**config.mk**
```make
export PLATFORM = sky130hd
export DESIGN_NAME = auto_range_ctrl
export DESIGN_NICKNAME = d
export VERILOG_FILES = /design/src/rtl/auto_range_ctrl.sv
export SDC_FILE = /design/constraint.sdc
export NUM_CORES = 1
export LEC_CHECK = 0
export ABC_AREA = 1
export BUFFER_PORTS_ARGS = -buffer_cell sky130_fd_sc_hd__buf_2
export CAP_MARGIN = 0
export CORE_MARGIN = 4
export CORE_UTILIZATION = 30
export DETAILED_ROUTE_END_ITERATION = 16
export PLACE_DENSITY = 0.56
export SLEW_MARGIN = 0
export SYNTH_ARGS = -nofsm -noshare
export SYNTH_HDL_FRONTEND = slang
export SYNTH_SLANG_ARGS = --single-unit
```
**constraint.sdc**
```tcl
create_clock -name clk -period 5.5 [get_ports clk]
set_input_delay 0 -clock clk [delete_from_list [all_inputs] [get_ports clk]]
set_output_delay 0 -clock clk [all_outputs]
set_load 0.02 [all_outputs]
```
**src/rtl/auto_range_ctrl.sv**
```systemverilog
// rtl/auto_range_ctrl.sv - auto-ranging VGA gain controller with hysteresis, overload coarse-step and settle window
module auto_range_ctrl #(
  parameter int N_CH        = 4,
  parameter int SIG_W       = 16,
  parameter int GAIN_W      = 5,
  parameter int GAIN_MIN    = 0,
  parameter int GAIN_MAX    = 31,
  parameter int GAIN_RST    = 16,
  parameter int HI_THR      = 28000,
  parameter int LO_THR      = 8000,
  parameter int OVL_THR     = 32000,
  parameter int COARSE_STEP = 4,
  parameter int SETTLE_CYC  = 16
) (
  input  logic                    clk,
  input  logic                    rst_n,
  input  logic                    auto_enable,
  input  logic                    ready,
  input  logic [GAIN_W-1:0]       vga_in,
  input  logic [N_CH*SIG_W-1:0]   signal_max,
  output logic [GAIN_W-1:0]       vga_out,
  output logic                    vga_load,
  output logic                    busy,
  output logic                    at_limit
);

  typedef enum logic [1:0] {IDLE, EVAL, SETTLE} state_t;

  // Two guard bits so gain+1 at the top code and gain-COARSE_STEP at the bottom never overflow.
  localparam int AW    = GAIN_W + 2;
  localparam int CNT_W = (SETTLE_CYC > 1) ? $clog2(SETTLE_CYC) : 1;

  localparam logic [SIG_W-1:0]       HI_V    = SIG_W'(HI_THR);
  localparam logic [SIG_W-1:0]       LO_V    = SIG_W'(LO_THR);
  localparam logic [SIG_W-1:0]       OVL_V   = SIG_W'(OVL_THR);
  localparam logic signed [AW-1:0]   G_MIN_S = AW'(GAIN_MIN);
  localparam logic signed [AW-1:0]   G_MAX_S = AW'(GAIN_MAX);
  localparam logic signed [AW-1:0]   STEP_S  = AW'(COARSE_STEP);
  localparam logic signed [AW-1:0]   ONE_S   = AW'(1);
  localparam logic [GAIN_W-1:0]      G_MIN_U = GAIN_W'(GAIN_MIN);
  localparam logic [GAIN_W-1:0]      G_MAX_U = GAIN_W'(GAIN_MAX);
  localparam logic [GAIN_W-1:0]      G_RST_U = GAIN_W'(GAIN_RST);
  localparam logic [CNT_W-1:0]       CNT_LD  = CNT_W'(SETTLE_CYC - 1);

  state_t              state;
  logic [SIG_W-1:0]    peak;
  logic [SIG_W-1:0]    peak_in;
  logic [CNT_W-1:0]    cnt;
  logic signed [AW-1:0] g_cur;
  logic signed [AW-1:0] g_next;
  logic [GAIN_W-1:0]   gain_next;

  always_comb begin
    peak_in = '0;
    for (int i = 0; i < N_CH; i++) begin
      if (signal_max[i*SIG_W +: SIG_W] > peak_in) peak_in = signal_max[i*SIG_W +: SIG_W];
    end
  end

  always_comb begin
    g_cur  = $signed({2'b00, vga_out});
    g_next = g_cur;
    if (peak >= OVL_V)     g_next = g_cur - STEP_S;
    else if (peak > HI_V)  g_next = g_cur - ONE_S;
    else if (peak < LO_V)  g_next = g_cur + ONE_S;
    if (g_next < G_MIN_S)      g_next = G_MIN_S;
    else if (g_next > G_MAX_S) g_next = G_MAX_S;
    gain_next = g_next[GAIN_W-1:0];
  end

  always_ff @(posedge clk) begin
    if (!rst_n) begin
      state    <= IDLE;
      peak     <= '0;
      cnt      <= '0;
      vga_out  <= G_RST_U;
      vga_load <= 1'b0;
    end else if (!auto_enable) begin
      state    <= IDLE;
      cnt      <= '0;
      vga_out  <= vga_in;
      vga_load <= (vga_in != vga_out);
    end else begin
      vga_load <= 1'b0;
      case (state)
        IDLE: begin
          if (ready) begin
            peak  <= peak_in;
            state <= EVAL;
          end
        end
        EVAL: begin
          if (gain_next != vga_out) begin
            vga_out  <= gain_next;
            vga_load <= 1'b1;
            cnt      <= CNT_LD;
            state    <= SETTLE;
          end else begin
            state <= IDLE;
          end
        end
        SETTLE: begin
          // ready is ignored here: measurements taken while the VGA settles are stale.
          if (cnt == '0) state <= IDLE;
          else           cnt   <= cnt - 1'b1;
        end
        default: state <= IDLE;
      endcase
    end
  end

  assign busy     = (state != IDLE);
  assign at_limit = (vga_out == G_MIN_U) || (vga_out == G_MAX_U);

endmodule
```
==> flow_summary.json, run 1 <==
{
  "ys_seq_elements": 28,
  "fin_tns_setup_ns": 0,
  "cap_violations": 0,
  "crit_family": "simple AND/OR/NAND/NOR gates",
  "grt.overflow.total": 0,
  "cts_resized": 0,
  "fill_cells": 1413,
  "arrival_ns": 4.95,
  "r2r_start": "vga_out[0]",
  "path_common_cell": "nand2_1",
  "hp-class": "in -> reg",
  "cts_hold_buf": 0,
  "synth_seq_area_share": 0.146,
  "post_synth_num_cell_types": 45,
  "dieArea_mm2": 0.0147,
  "stdcell_area_mm2": 0.00451,
  "path_class": "in -> reg",
  "irDropWorstVdd_v": 0.000133,
  "via_count": 3929,
  "grt_start_max_net_pins": 32,
  "postRouteAntennaNets": 0,
  "post_cts_buffers": 0,
  "insertion_delay_ns": 0.26,
  "yosysWarnings": 0,
  "required_ns": 5.62,
  "drc": 0,
  "avgViaCountPerCell": 4.68,
  "avgRoutedWirePerCell_um": 11.9,
  "syn_area_mm2": 0.00385,
  "synthTopCellsByArea": "ha_1 (17%), dfxtp_1 (15%), nand2_1 (14%)",
  "synth.net_count": 723,
  "core-area_mm2": 0.0126,
  "initialDrtViolationCount": 163,
  "n_antenna_cell": 0,
  "drive_above_1_share": 0.226,
  "cts_root_buf": "clkbuf_16",
  "hold_ws_ns": 0.00284,
  "rsz0062_at_grt": "no",
  "crit_path_start": "signal_max[27]",
  "cts.sink_count": 28,
  "startpoint_type": "input port",
  "fmax_mhz": 207,
  "finalCritPeriodShare": 0.879,
  "syn_area_per_cell_um2": 6.45,
  "outcome": "complete, no violations",
  "cts_tree": "done",
  "row_count": 41,
  "synth_top_area_share": 0.172,
  "die_height_um": 121,
  "post-dp-hpwl_um": 8670,
  "netlist_instances": 597,
  "synth_top_area_cell": "ha_1",
  "numCtsBuffers": 3,
  "finalSetupViolations": 0,
  "path_max_fanout": 31,
  "die_width_um": 121,
  "wl_um": 9960,
  "gp_congestion": 0.891,
  "p_leak_nw": 2.36,
  "maxSlewHeadroom": 0.444,
  "critical_path.endpoint_type": "flop",
  "antenna_found_initial": 0,
  "io_pins": 81,
  "nets": 794,
  "path_buf_inv": 5,
  "fin_worst_skew_ns": 0.00270,
  "crit_path_max_incr_delay_ns": 0.32,
  "tightestPinTransition_ns": 0.833,
  "grt_pass1_wl_um": 16800,
  "crit_slowest_cell": "ha_1",
  "dpl_cell_area_mm2": 0.00440,
  "power_per_cell_area_mw_per_mm2": 232,
  "hold_viol": 0,
  "min_from": "vga_in[4]",
  "finalCriticalPeriod_ns": 4.83,
  "grt_usage": 0.134,
  "start_util": 0.305,
  "numPortBuffers": 80,
  "firstDrtPassIters": 4,
  "h-tree-depth": 1,
  "clockBufferDepth": 2,
  "clk_pin_slew_ns": 0.07,
  "slew_viol_final": 0,
  "area_growth_pct": 17.0,
  "grt_pass1_vias": 3781
}
## cells by family after synthesis
kind of cell | count (synthesis) | share of synthesized area
flip-flops | 28 | 0.146
AO/OA/AOI/OAI | 103 | 0.158
XOR/XNOR | 6 | 0.0136
buffers and inverters | 104 | 0.109
AND/OR/NAND/NOR | 302 | 0.400
multiplexers | 1 | 0.00260
adder cells (fa/ha/maj) | 53 | 0.172
## flip-flops by register name (all words and copies together), names as in the netlist
register	count
state	2
vga_out	5
cnt	4
vga_load	1
peak	16
## metrics by stage
step | util | setup slack (ns) | cells | power (mW)
2_1_floorplan | - | 1.31 | 597 | 0.703
3_3_place_gp | 0.349 | 0.239 | 835 | 0.822
3_5_place_dp | 0.349 | 0.0880 | 835 | 0.837
4_1_cts | 0.357 | 0.367 | 839 | 1.05
5_1_grt | 0.357 | 0.149 | 839 | 1.14
6_report | 0.357 | 0.666 | 839 | 1.04
## worst min-delay path: cells and delay by family
kind | cells | cell delay (ns)
AO/OA/AOI/OAI | 1 | 0.06
buffers and inverters | 1 | 0.10
AND/OR/NAND/NOR | 1 | 0.07
## cell usage after synthesis, drive strengths merged
library cell    n
o2111ai         1
and3            1
nor2           30
o221ai          1
o22ai           2
o211ai          1
a21oi          47
clkbuf         11
o221a           1
o21ai          41
nor3            8
a21o            1
mux2i           1
o31ai           2
ha             53
and2           15
a31oi           1
nor4            2
nand3b          1
buf             6
a221oi          1
dfxtp          28
nand3          63
a211oi          3
nand4          11
o21a            1
nand2         169
or2             2
inv            87
xor2            6
## per-layer routing
metal / GRT usage / share of wire
met2: 0.238 / 0.47
met4: 0.0217 / 0.0057
met3: 0.0224 / 0.061
met5: 0 / 0
met1: 0.172 / 0.46
## area by class of cell
type                    instances  area [µm²]  area share
clock buffers                   3        75.1      0.0167
well taps                     172         215      0.0477
inverters                      87         327      0.0724
repair buffers                 83         423      0.0938
flip-flops and latches         28         561       0.124
multi-input cells             465        2880       0.638
clock inverters                 1        30.0     0.00666
## layout by cell type (no fill, tap or decap), types with 2 or more instances in the layout
cell type and instances:
nand4_1 9, or2_2 2, and2_1 15, nand3_1 47
nand2_1 148, o21ai_0 37, nor2_1 29, nand2_2 7
a21oi_1 36, xor2_1 6, o21ai_1 3, nand3_2 15
inv_2 6, nor3_1 7, nand2_4 14, a211oi_1 3
buf_2 80, clkbuf_16 3, buf_4 3, inv_1 81
o22ai_1 2, ha_1 53, a21oi_2 11, dfxtp_1 28
nand4_2 2
## power by group
group / leakage [nW] / internal (mW) / total [mW] / switching (mW)
clock network: 0.0511 / 0.145 / 0.213 / 0.0680
registers: 0.229 / 0.223 / 0.247 / 0.0242
logic: 2.08 / 0.226 / 0.584 / 0.359
## worst paths after layout
path	to	slack (ns)	cells after the start
setup reg to reg	vga_out[1]	3.20	14
setup / recovery	peak[13]	0.67	32
hold / removal	vga_out[4]	0.003	3
hold reg to reg	cnt[2]	0.47	2
(Power assumes the default switching activity.)
==> run 2: changes to the inputs <==
--- a/config.mk
+++ b/config.mk
@@ -9,9 +9,9 @@
 export BUFFER_PORTS_ARGS = -buffer_cell sky130_fd_sc_hd__buf_2
 export CAP_MARGIN = 0
 export CORE_MARGIN = 4
-export CORE_UTILIZATION = 30
+export CORE_UTILIZATION = 55
 export DETAILED_ROUTE_END_ITERATION = 16
-export PLACE_DENSITY = 0.56
+export PLACE_DENSITY = 0.87
 export SLEW_MARGIN = 0
 export SYNTH_ARGS = -nofsm -noshare
 export SYNTH_HDL_FRONTEND = slang
==> flow_summary.json, run 2 (synthesis results as in run 1) <==
{
  "r2r_cells": 17,
  "rsz0062_at_grt": "no",
  "clockBufferDepth": 2,
  "dieArea_mm2": 0.00841,
  "tightestPinTransition_ns": 0.860,
  "fill_cells": 594,
  "io_pins": 81,
  "outcome": "complete, no violations",
  "path_common_cell": "nand2_1",
  "grt_usage": 0.228,
  "row_count": 30,
  "irDropWorstVdd_v": 0.000133,
  "fin_tns_setup_ns": 0,
  "wl_um": 9540,
  "grt_pass1_vias": 3863,
  "finalCriticalPeriod_ns": 4.92,
  "crit_path_start": "signal_max[11]",
  "core-area_mm2": 0.00679,
  "via_count": 4056,
  "drive_above_1_share": 0.226,
  "postRouteAntennaNets": 0,
  "area_growth_pct": 14.2,
  "h-tree-depth": 1,
  "path_max_fanout": 31,
  "firstDrtPassIters": 5,
  "critical_path.endpoint_type": "flop",
  "start_util": 0.567,
  "cts_tree": "done",
  "cts.sink_count": 28,
  "dp.cells": 759,
  "post-dp-hpwl_um": 8260,
  "cap_violations": 0,
  "startpoint_type": "input port",
  "largest_reg_flops": 16,
  "p_leak_nw": 2.36,
  "hp-class": "in -> reg",
  "power_uw": 995,
  "avgViaCountPerCell": 5.30,
  "nets": 796,
  "crit_slowest_cell": "ha_1",
  "power_per_cell_area_mw_per_mm2": 226,
  "final_cell_count_no_fill": 765,
  "n_antenna_cell": 0,
  "reg_top3": "peak: 16 flops, vga_out: 5 flops, cnt: 4 flops",
  "post_cts_buffers": 0,
  "grt.overflow.total": 0,
  "min_from": "auto_enable",
  "avgRoutedWirePerCell_um": 12.5,
  "hold_path_depth": 3,
  "insertion_delay_ns": 0.28,
  "crit_path_max_incr_delay_ns": 0.32,
  "die_height_um": 91.7,
  "required_ns": 5.63,
  "numCtsBuffers": 3,
  "hold_viol": 0,
  "final_common_cell": "nand2_1",
  "path_class": "in -> reg",
  "fin_worst_skew_ns": 0.00603,
  "finalSetupViolations": 0,
  "drc": 0,
  "fin_util": 0.648,
  "numPortBuffers": 80,
  "maxSlewHeadroom": 0.426,
  "top_register": "peak",
  "cts_root_buf": "clkbuf_8",
  "hold_ws_ns": 0.0998,
  "gp_congestion": 1.00,
  "grt_start_max_net_pins": 32,
  "arrival_ns": 5.05,
  "fmax_mhz": 203,
  "initialDrtViolationCount": 178,
  "clk_pin_slew_ns": 0.09,
  "layout_common_cells": "nand2_1 (148), inv_1 (81), buf_2 (80)",
  "r2r_start": "peak[12]",
  "antenna_found_initial": 0,
  "grt_pass1_wl_um": 16400,
  "finalCritPeriodShare": 0.894,
  "die_width_um": 91.7,
  "slew_viol_final": 0
}
## run 2: changes by cell type in the layout (fill, tap and decap cells not counted), sizes merged
cell / before / now
dlygate4sd3: 0 / 2
## run 2: layout make-up
class,instances,area (µm²),share of cell area
well taps,96,120,0.0273
inverters,87,327,0.0742
repair buffers,85,443,0.101
clock inverters,1,30.0,0.00683
clock buffers,3,41.3,0.00939
multi-input cells,465,2880,0.654
flip-flops and latches,28,561,0.127
## run 2: routing by layer
layer | track usage | part of all wire
met5 | 0 | 0
met3 | 0.0345 | 0.051
met2 | 0.416 | 0.49
met1 | 0.268 | 0.43
met4 | 0.0829 | 0.026
## run 2: worst max-delay path, delay by kind of cell
kind	cells	cell delay (ns)
and+or+nand+nor	14	2.18
AOI/OAI and AO/OA	9	1.44
adders and majority gates	3	0.90
buffers and inverters	5	0.50
## run 2: power by group
| part | leakage, nW | switching, mW | internal (mW) | total, mW |
|---|---|---|---|---|
| clock | 0.0357 | 0.0636 | 0.0976 | 0.161 |
| combinational | 2.09 | 0.360 | 0.227 | 0.587 |
| sequential | 0.229 | 0.0240 | 0.223 | 0.247 |
| total | 2.36 | 0.448 | 0.548 | 0.995 |
## run 2: final timing paths
| path | end | slack (ns) |
|---|---|---|
| min | vga_out[4] | 0.1 |
| max | peak[3] | 0.58 |
| min reg2reg | cnt[2] | 0.47 |
| max reg2reg | vga_out[2] | 3.19 |
## run 2: repair_timing
| item | in CTS | in global routing |
|---|---|---|
| setup endpoints to repair | 0 | 13 |
| hold endpoints to repair | 2 | 0 |
| hold buffers | 2 | 0 |
| gates resized for setup | 0 | 1 |
## run 2: metrics by stage
| stage | area, µm² | worst slack [ns] |
|---|---|---|
| CTS | 4390 | 0.468 |
| global route | 4400 | 0.0101 |
| finish | 4400 | 0.581 |
| detailed placement | 4300 | 0.177 |
| global placement | 4300 | 0.404 |
| floorplan | 3850 | 1.31 |
==> run 3: changes to the inputs <==
--- a/config.mk
+++ b/config.mk
@@ -8,10 +8,12 @@
 export ABC_AREA = 1
 export BUFFER_PORTS_ARGS = -buffer_cell sky130_fd_sc_hd__buf_2
 export CAP_MARGIN = 0
+export CELL_PAD_IN_SITES_DETAIL_PLACEMENT = 2
+export CELL_PAD_IN_SITES_GLOBAL_PLACEMENT = 2
 export CORE_MARGIN = 4
-export CORE_UTILIZATION = 55
+export CORE_UTILIZATION = 30
 export DETAILED_ROUTE_END_ITERATION = 16
-export PLACE_DENSITY = 0.87
+export PLACE_DENSITY = 0.85
 export SLEW_MARGIN = 0
 export SYNTH_ARGS = -nofsm -noshare
 export SYNTH_HDL_FRONTEND = slang
==> flow_summary.json, run 3 (synthesis results as in run 1) <==
{
  "outcome": "finished, violations left",
  "violations": "hold timing",
  "fin_worst_skew_ns": 0.00671,
  "nets": 794,
  "reg_top3": "peak: 16 flops, vga_out: 5 flops, cnt: 4 flops",
  "row_count": 41,
  "n_antenna_cell": 0,
  "fin_util": 0.356,
  "top_register": "peak",
  "r2r-end": "cnt[1]",
  "via_count": 4224,
  "wl_um": 13700,
  "maxSlewHeadroom": 0.392,
  "cts_tree": "done",
  "stdcell_area_mm2": 0.00449,
  "drc": 0,
  "h-tree-depth": 1,
  "setup_slack_ns": 0.619,
  "cts.sink_count": 28,
  "critical_path.endpoint_type": "flop",
  "post-dp-hpwl_um": 11800,
  "reg2reg_slack_ns": 3.05,
  "hold_ws_ns": -0.000122,
  "cap_violations": 0,
  "insertion_delay_ns": 0.27,
  "startpoint_type": "input port",
  "r2r_start": "peak[14]",
  "hp-class": "in -> reg",
  "finalCriticalPeriod_ns": 4.88,
  "core-area_mm2": 0.0126,
  "power_mw": 1.05,
  "power_per_cell_area_mw_per_mm2": 234,
  "tightestPinTransition_ns": 0.911,
  "crit_family": "simple AND/OR/NAND/NOR gates",
  "firstDrtPassIters": 4,
  "irDropWorstVdd_v": 0.000106,
  "arrival_ns": 5.00,
  "fill_cells": 1624,
  "clockBufferDepth": 2,
  "cts_hold_buf": 0,
  "fmax_mhz": 205,
  "postRouteAntennaNets": 0,
  "dpl_cell_area_mm2": 0.00440,
  "dieArea_mm2": 0.0147,
  "numCtsBuffers": 3,
  "rsz0062_at_grt": "no",
  "crit_path_max_incr_delay_ns": 0.30,
  "largest_reg_flops": 16,
  "final_common_cell": "nand2_1",
  "grt_start_max_net_pins": 32,
  "min_from": "rst_n",
  "grt_usage": 0.185,
  "drive_above_1_share": 0.227,
  "clk_pin_slew_ns": 0.07,
  "slew_viol_final": 0,
  "area_growth_pct": 16.6,
  "final_cell_count_no_fill": 838,
  "avgRoutedWirePerCell_um": 16.3,
  "finalCritPeriodShare": 0.887,
  "layout_common_cells": "nand2_1 (148), inv_1 (81), buf_2 (80)",
  "grt.overflow.total": 0,
  "die_height_um": 121,
  "grt_pass1_wl_um": 22500,
  "path_common_cell": "nand2_1",
  "r2r_cells": 15,
  "io_pins": 81,
  "antenna_found_initial": 1,
  "gp_congestion": 0.935,
  "hold_viol": 1,
  "required_ns": 5.62,
  "p_leak_nw": 2.35,
  "hold_path_depth": 3,
  "finalSetupViolations": 0,
  "start_util": 0.305,
  "dp.cells": 835,
  "avgViaCountPerCell": 5.04,
  "numPortBuffers": 80,
  "crit_slowest_cell": "o221a_2",
  "die_width_um": 121,
  "path_buf_inv": 6,
  "seq_area_um2": 561,
  "min_to": "vga_load",
  "cts_root_buf": "clkbuf_16",
  "initialDrtViolationCount": 60,
  "grt_pass1_vias": 4666,
  "path_class": "in -> reg",
  "multi_input_area_mm2": 0.00289,
  "path_max_fanout": 31,
  "post_cts_buffers": 0,
  "place_ws_ns": -0.0940
}
-- run 3: cell types whose count changed in the layout (fill, tap and decap cells not counted), sizes merged --
cell / change
bufinv: -1
dlygate4sd3: -2
-- run 3: worst reg2reg max path, delay by kind of cell, from the launching register on --
kind	cells	cell delay (ns)
and+or+nand+nor	11	1.37
AOI/OAI and AO/OA	4	0.54
DFF	1	0.44
-- run 3: through the flow --
| step | setup TNS, ns | hold slack, ns |
|---|---|---|
| after floorplan | 0 | 0.132 |
| after global placement | 0 | 0.283 |
| after detailed placement | -0.558 | 0.292 |
| after CTS | 0 | 0.00526 |
| after global routing | 0 | 0.0254 |
| final | 0 | -0.000122 |
-- run 3: how the worst max path moves through the flow --
stage	from	depth (start not counted)	slack, ns	end
after global placement	signal_max[7]	34	0.23	peak[12]
after floorplan	signal_max[11]	33	1.31	peak[12]
after CTS	signal_max[7]	34	0.14	peak[12]
final	signal_max[5]	35	0.62	peak[12]
after detailed placement	signal_max[7]	34	-0.09	peak[15]
after global routing	signal_max[7]	34	0.07	peak[15]
-- run 3: layout make-up --
cell class              instances  share of cell area
clock buffers                   3              0.0167
inverters                      87              0.0727
multi-input cells             465               0.644
flip-flops and latches         28               0.125
well taps                     172              0.0479
repair buffers                 83              0.0942
-- run 3: power by group --
part	internal [mW]	leakage (nW)	total, mW	switching (mW)
registers	0.223	0.229	0.250	0.0269
logic	0.230	2.09	0.629	0.399
clock network	0.0968	0.0370	0.171	0.0741
-- run 3: layer usage --
layer,global-route usage,part of all wire
met1,0.221,0.42
met2,0.356,0.53
met3,0.0191,0.030
met4,0.0364,0.015
met5,0,0.00051
-- run 3: repair_timing --
item	4_1_cts	5_1_grt
gates resized for setup	0	4
endpoints found under the hold margin	0	0
setup endpoints to repair	0	16
